### src/rtl/shr_pkg.sv
// Shared constants, state encoding and word type for the right-shift sequencer.
package shr_pkg;

    localparam int unsigned WIDTH_DEF = 8;
    localparam int unsigned CNT_W_DEF = 3;

    typedef enum logic [1:0] {
        IDLE  = 2'd0,
        SHIFT = 2'd1,
        DONE  = 2'd2
    } shr_state_t;

    typedef logic [WIDTH_DEF-1:0] shr_word_t;

endpackage : shr_pkg

### src/rtl/shr1_stage.sv
// Combinational single-bit right shift: f = {fill, x[W-1:1]}, cout = x[0].
module shr1_stage #(
    parameter int unsigned WIDTH = 8
) (
    input  logic [WIDTH-1:0] x,
    input  logic             fill,
    output logic [WIDTH-1:0] f,
    output logic             cout
);

    // One-position shift with caller-supplied fill bit.
    always_comb begin
        f    = {fill, x[WIDTH-1:1]};
        cout = x[0];
    end

endmodule : shr1_stage

### src/rtl/shift_right_sequencer_8bit.sv
// Multi-cycle right shifter: one bit per clock through shr1_stage,
// start/busy/done handshake. Optional SHR_ARITH_EN adds an arith input
// selecting sign-preserving fill.
module shift_right_sequencer_8bit
    import shr_pkg::*;
#(
    parameter int unsigned WIDTH = WIDTH_DEF,
    parameter int unsigned CNT_W = CNT_W_DEF
) (
    input  logic             clk,
    input  logic             rst_n,
    input  logic             start,
    input  logic [WIDTH-1:0] din,
    input  logic [CNT_W-1:0] amount,
    output logic             busy,
    output logic             done,
    output logic [WIDTH-1:0] dout,
    output logic             cout
`ifdef SHR_ARITH_EN
    ,
    input  logic             arith
`endif
);

    shr_state_t       state_q, state_d;
    logic [WIDTH-1:0] shreg_q, shreg_d;
    logic [CNT_W-1:0] count_q, count_d;
    logic             cout_q,  cout_d;
    logic             busy_q,  busy_d;
    logic             done_q,  done_d;

    logic [WIDTH-1:0] stage_f;
    logic             stage_cout;
    logic             fill;

`ifdef SHR_ARITH_EN
    logic             arith_q, arith_d;

    // Sign fill only when the captured mode requests it.
    always_comb begin
        fill = arith_q & shreg_q[WIDTH-1];
    end
`else
    // Logical shift: always fill with zero.
    always_comb begin
        fill = 1'b0;
    end
`endif

    shr1_stage #(.WIDTH(WIDTH)) u_stage (
        .x    (shreg_q),
        .fill (fill),
        .f    (stage_f),
        .cout (stage_cout)
    );

    // Next-state, datapath and handshake decode.
    always_comb begin
        state_d = state_q;
        shreg_d = shreg_q;
        count_d = count_q;
        cout_d  = cout_q;
`ifdef SHR_ARITH_EN
        arith_d = arith_q;
`endif
        case (state_q)
            IDLE: begin
                if (start) begin
                    shreg_d = din;
                    count_d = amount;
                    cout_d  = 1'b0;
`ifdef SHR_ARITH_EN
                    arith_d = arith;
`endif
                    state_d = (amount == CNT_W'(0)) ? DONE : SHIFT;
                end
            end
            SHIFT: begin
                shreg_d = stage_f;
                cout_d  = stage_cout;
                count_d = count_q - CNT_W'(1);
                if (count_q == CNT_W'(1)) begin
                    state_d = DONE;
                end
            end
            DONE: begin
                state_d = IDLE;
            end
            default: begin
                state_d = IDLE;
            end
        endcase
        busy_d = (state_d != IDLE);
        done_d = (state_d == DONE);
    end

    // State and output registers; reset clears everything immediately.
    always_ff @(posedge clk or negedge rst_n) begin
        if (!rst_n) begin
            state_q <= IDLE;
            shreg_q <= '0;
            count_q <= '0;
            cout_q  <= 1'b0;
            busy_q  <= 1'b0;
            done_q  <= 1'b0;
        end else begin
            state_q <= state_d;
            shreg_q <= shreg_d;
            count_q <= count_d;
            cout_q  <= cout_d;
            busy_q  <= busy_d;
            done_q  <= done_d;
        end
    end

`ifdef SHR_ARITH_EN
    // Captured shift mode for the operation in flight.
    always_ff @(posedge clk or negedge rst_n) begin
        if (!rst_n) begin
            arith_q <= 1'b0;
        end else begin
            arith_q <= arith_d;
        end
    end
`endif

    assign dout = shreg_q;
    assign cout = cout_q;
    assign busy = busy_q;
    assign done = done_q;

endmodule : shift_right_sequencer_8bit
### config.mk
export PLATFORM = sky130hd
export DESIGN_NAME = shift_right_sequencer_8bit
export DESIGN_NICKNAME = d
export VERILOG_FILES = /design/src/rtl/shr_pkg.sv /design/src/rtl/shr1_stage.sv /design/src/rtl/shift_right_sequencer_8bit.sv
export SDC_FILE = /design/constraint.sdc
export NUM_CORES = 1
export LEC_CHECK = 0
export BUFFER_PORTS_ARGS = -buffer_cell sky130_fd_sc_hd__buf_4
export CAP_MARGIN = 20
export CORE_MARGIN = 1.5
export CORE_UTILIZATION = 30
export CTS_CLUSTER_DIAMETER = 30
export CTS_CLUSTER_SIZE = 16
export DETAILED_ROUTE_END_ITERATION = 7
export PLACE_DENSITY = 0.61
export SLEW_MARGIN = 20
export SYNTH_ARGS = -nofsm -noshare
export SYNTH_HDL_FRONTEND = slang
export SYNTH_SLANG_ARGS = --single-unit
### constraint.sdc
create_clock -name clk -period 1.17 [get_ports clk]
set_input_delay 0.0585 -clock clk [delete_from_list [all_inputs] [get_ports clk]]
set_output_delay 0.0585 -clock clk [all_outputs]
set_load 0.01 [all_outputs]
* After elaboration in Yosys (flattened, before gate mapping)
Index checks and enable logic that the tools add are counted.
** Cells by class
- Add/sub/neg operators :: 1
- Equality and inequality tests :: 4
- Mux-type cells :: 10
- Reduce and logical (&&, ||, !) cells :: 5
** Operator list (number)
- $pmux 8 s2 :: 1
- $mux 8 :: 1
- $mux 2 :: 3
- $pmux 3 s2 :: 1
- $pmux 2 s2 :: 1
- $reduce_bool 2->1 :: 2
- $eq 3x1->1 const B :: 1
- $logic_not 3->1 :: 1
- $mux 3 :: 1
- $sub 3x1->3 const B :: 1
- $eq 2x1->1 const B :: 1
- $eq 2x2->1 const B :: 1
- $logic_not 2->1 :: 1
- $ne 2x2->1 const B :: 1
- $pmux 1 s2 :: 1
- $reduce_and 2->1 :: 1
- $mux 1 :: 1
** Word-level totals
- Flip-flop bits (word level) :: 16
- Input port bits :: 14
- Output and inout port bits :: 11
- Logic and storage cells :: 26

* Depth between registers and ports, before layout
- Depth after elaboration :: 5
- Gate-level depth with buffers :: 5

* Modules after synthesis
From an unflattened synthesis, not the netlist that was laid out.
** Unflattened totals
- Cell total of the unflattened synthesis :: 97
- Area total of the unflattened synthesis :: 924.6 µm²
** By module, submodules not included
- shift_right_sequencer_8bit :: times used 1, cells an instance 88, area an instance 857.1 µm², sequential area each 400.4 µm²
- shr1_stage :: times used 1, cells an instance 9, area an instance 67.6 µm², sequential area each 0.0 µm²

* Least setup slack after synthesis
No wires, ideal clock.
- Kind :: reg2reg
- Start :: reg count_q[0]
- End :: reg count_q[2]
- Arrival time :: 1.044 ns
- Path slack :: -0.007 ns
- Stages on the path, launching flop included :: 6
- Period minus slack after synthesis :: 1.177 ns
- Cells stage by stage :: dfrtp_1 > inv_2 > ha_1 > and3b_1 > a311oi_1 > o21ai_1
** On the way
- Longest elaborated chain between the ends :: 2
** Ends and longest elaborated chain
- start: declaration :: RTL line shift_right_sequencer_8bit.sv:27 : logic [CNT_W-1:0] count_q, count_d;
- start signal: assignment :: RTL line shift_right_sequencer_8bit.sv:109 : count_q <= count_d;
- $sub 3x1->3 :: RTL line shift_right_sequencer_8bit.sv:81 : count_d = count_q - CNT_W'(1);
- $pmux 3 s2 :: RTL line shift_right_sequencer_8bit.sv:66 : case (state_q)
Every way passes these cells.
A chain may end at the register's enable or synchronous reset.

* Worst setup path after layout
Same ends and word-level chain as after synthesis.

==> flow_metrics.tcl <==
set metrics [dict create \
    cp.required_ps 1350 \
    antenna_left 0 \
    core_area_um2 2734 \
    finalCriticalPeriod_ps 1216 \
    setup_violations 1 \
    chipHeight_um 56.26 \
    multi_input_area_um2 412.9 \
    crit_family "flip-flops" \
    drt_iter0_drc 11 \
    clock_sinks 16 \
    crit_slowest_cell "dfrtp_1" \
    critPathArrivalTime_ps 1400 \
    violations "setup timing" \
    final_common_cell "buf_4" \
    port_buffers 24 \
    routedWlPerCell_um 13.24 \
    fp.dieArea_um2 3165 \
    critPathLaunch "count_q[0]$_DFFE_PN0P_" \
    yosysSeqAreaShare_pct 47.06 \
    routabilityCongestion 0.7923 \
    worstSetupStartpointType "flip-flop" \
    dpl_cell_area_um2 1064 \
    cts_tree "built" \
    tns_ps -46.33 \
    final_cell_mix "buf_4 (32), dfrtp_1 (15), o21ai_1 (12)" \
    yosys-top-cells-area "dfrtp_1 (47%), o21ai_1 (7.1%), a22oi_1 (7.1%), nor2b_1 (6.6%), a21oi_1 (5.3%)" \
    rsz0062_at_grt "yes" \
    nets 137 \
    r2r_slack_ps -50 \
    power_mw 2.807 \
    synth_cells 88 \
    finalInstanceArea_um2 1145 \
    power.leakage_nw 0.5466 \
    cp_cell_sequence "inv_2 -> ha_2 -> and3b_1 -> a311oi_1 -> o21ai_1" \
    totalWireLength_mm 1.986 \
    synthDistinctLibCells 25 \
    slowest_delay_ps 410 \
    initial_utilization_pct 31.12 \
    row_count 19 \
    min-delay-start "din[6]" \
    path_class "flip-flop to flip-flop" \
    crit_buf_inv 1 \
    antenna_found_initial 0 \
    antenna_cells 0 \
    irDropWorstVdd_mv 1.033 \
    grt_pass1_wl_mm 3.318 \
    worstMarginPinSlew_ps 301.1 \
    clk_pin_slew_ps 100 \
    skew_ps 6.723 \
    yosys.area.top_type "dfrtp_1" \
    fin_crit_sh_pct 104.0 \
    hold_class "input pin to flip-flop" \
    crit_path_end_kind "flip-flop" \
    hold_depth 3 \
    status "finished with violations" \
    cp.depth 5 \
    die_w_um 56.26 \
    h-tree-depth 1 \
    r2r_start "count_q[0]$_DFFE_PN0P_" \
    crit_end "count_q[2]$_DFFE_PN0P_" \
    max_slew_margin_pct 79.77 \
    p_per_area_nw_per_um2 2452 \
    r2r_end "count_q[2]$_DFFE_PN0P_" \
    clk_latency_ps 290 \
    overflow 0 \
    maxSlewViolCount 0 \
    vias 749 \
    dpl.hpwl_mm 1.344 \
    r2r_cells 5 \
    cts_buffers 3 \
    fin_ws_ps -46.33 \
    grt_pass1_vias 709 \
    cp_max_fo 2 \
    fill_cells 273 \
    ys_ff_latch 16 \
    seqCellArea_um2 401.6 \
    grt_max_degree 17 \
    grtUsageTotal_pct 13.28 \
    hold_violations 0 \
    routed_via_density 4.993 \
    synth_top_area_share_pct 47.06 \
    synthToLayoutAreaGrowth_pct 34.56 \
    cts_max_path_buffers 2 \
    synth_area_um2 850.8 \
    max_freq_mhz 822.1 \
    synth_nets 104 \
    avgSynthCellArea_um2 9.668 \
    root_buffer "clkbuf_4" \
    yosysWarnings 0 \
    cap_violations 0 \
    drive_above_1_share_pct 36.97 \
    pin_count 25 \
    first_pass_iters 4 \
    drc 0 \
]
-- metal layers --
metal	track usage (%)	vias up	part of all wire (%)
met5	0	-	0
met4	5.102	0	0.40
met3	2.304	2	4.9
met2	22.18	22	48
met1	17.11	351	47
li1	-	374	-
-- cell type report --
cell class	count	share of cell area, %
clock buffer	3	1.967
tap	31	3.388
multi-input combinational	62	36.07
timing repair buffer	33	21.86
inverter	5	1.639
sequential	16	35.08
-- through the flow --
stage | hold slack (ps) | setup slack, ps | utilization (%) | std cells
final | 22.32 | -46.33 | 41.88 | 150
after global routing | 26.87 | -85.11 | 41.88 | 150
after CTS | 22.38 | -53.62 | 40.37 | 146
after detailed placement | -63.54 | -67.66 | 38.90 | 142
after global placement | -71.27 | -42.73 | 38.90 | 142
after floorplan | -237.1 | 33.55 | - | 88
-- cells in the mapped netlist (all sizes together) --
library cell and n:
ha 2, nand2b 1, a311oi 1, dfrtp 16
buf 6, nor2 4, a32oi 1, inv 5
and2 1, nor3 1, a21oi 9, nand2 3
mux2i 1, a2bb2oi 3, a22oi 8, nor2b 11
clkbuf 1, and3b 1, o21ai 13
-- where the power goes --
part | internal, mW | switching [mW]
Clock | 0.120 | 0.182
Sequential | 0.801 | 0.255
Combinational | 0.777 | 0.672
-- worst min-delay path by stage --
stage	end
after CTS	dout[6]$_DFFE_PN0P_
after global placement	dout[7]$_DFFE_PN0P_
final	dout[6]$_DFFE_PN0P_
after floorplan	busy$_DFF_PN0_
after detailed placement	dout[7]$_DFFE_PN0P_
after global routing	dout[4]$_DFFE_PN0P_
-- state kept, by name, indices dropped and copies added, names as in the netlist --
| signal | cells |
|---|---|
| busy | 1 |
| cout | 1 |
| done | 1 |
| dout | 8 |
| count_q | 3 |
| state_q | 2 |
-- cells by family (layout without fill, tap and decap cells) --
group / after synthesis / count (layout) / synth area share (%)
AO/OA/AOI/OAI: 35 / 35 / 25.15
AND/OR/NAND/NOR: 22 / 24 / 15.44
flip-flops: 16 / 16 / 47.06
buffers and inverters: 12 / 41 / 8.233
adder cells (fa/ha/maj): 2 / 2 / 2.941
multiplexers: 1 / 1 / 1.177
-- repair_timing --
item	CTS	global route
resized for setup	3	2
hold endpoints to repair	16	0
hold buffers	1	0
endpoints found under the setup margin	11	5
pin swaps	0	1
cloned	0	2
setup buffers	0	2
-- tightest hold or removal path: stages --
cell and delay [ps]:
buf_4 80, a21oi_1 50, o21ai_1 100
(Power assumes the default switching activity.)
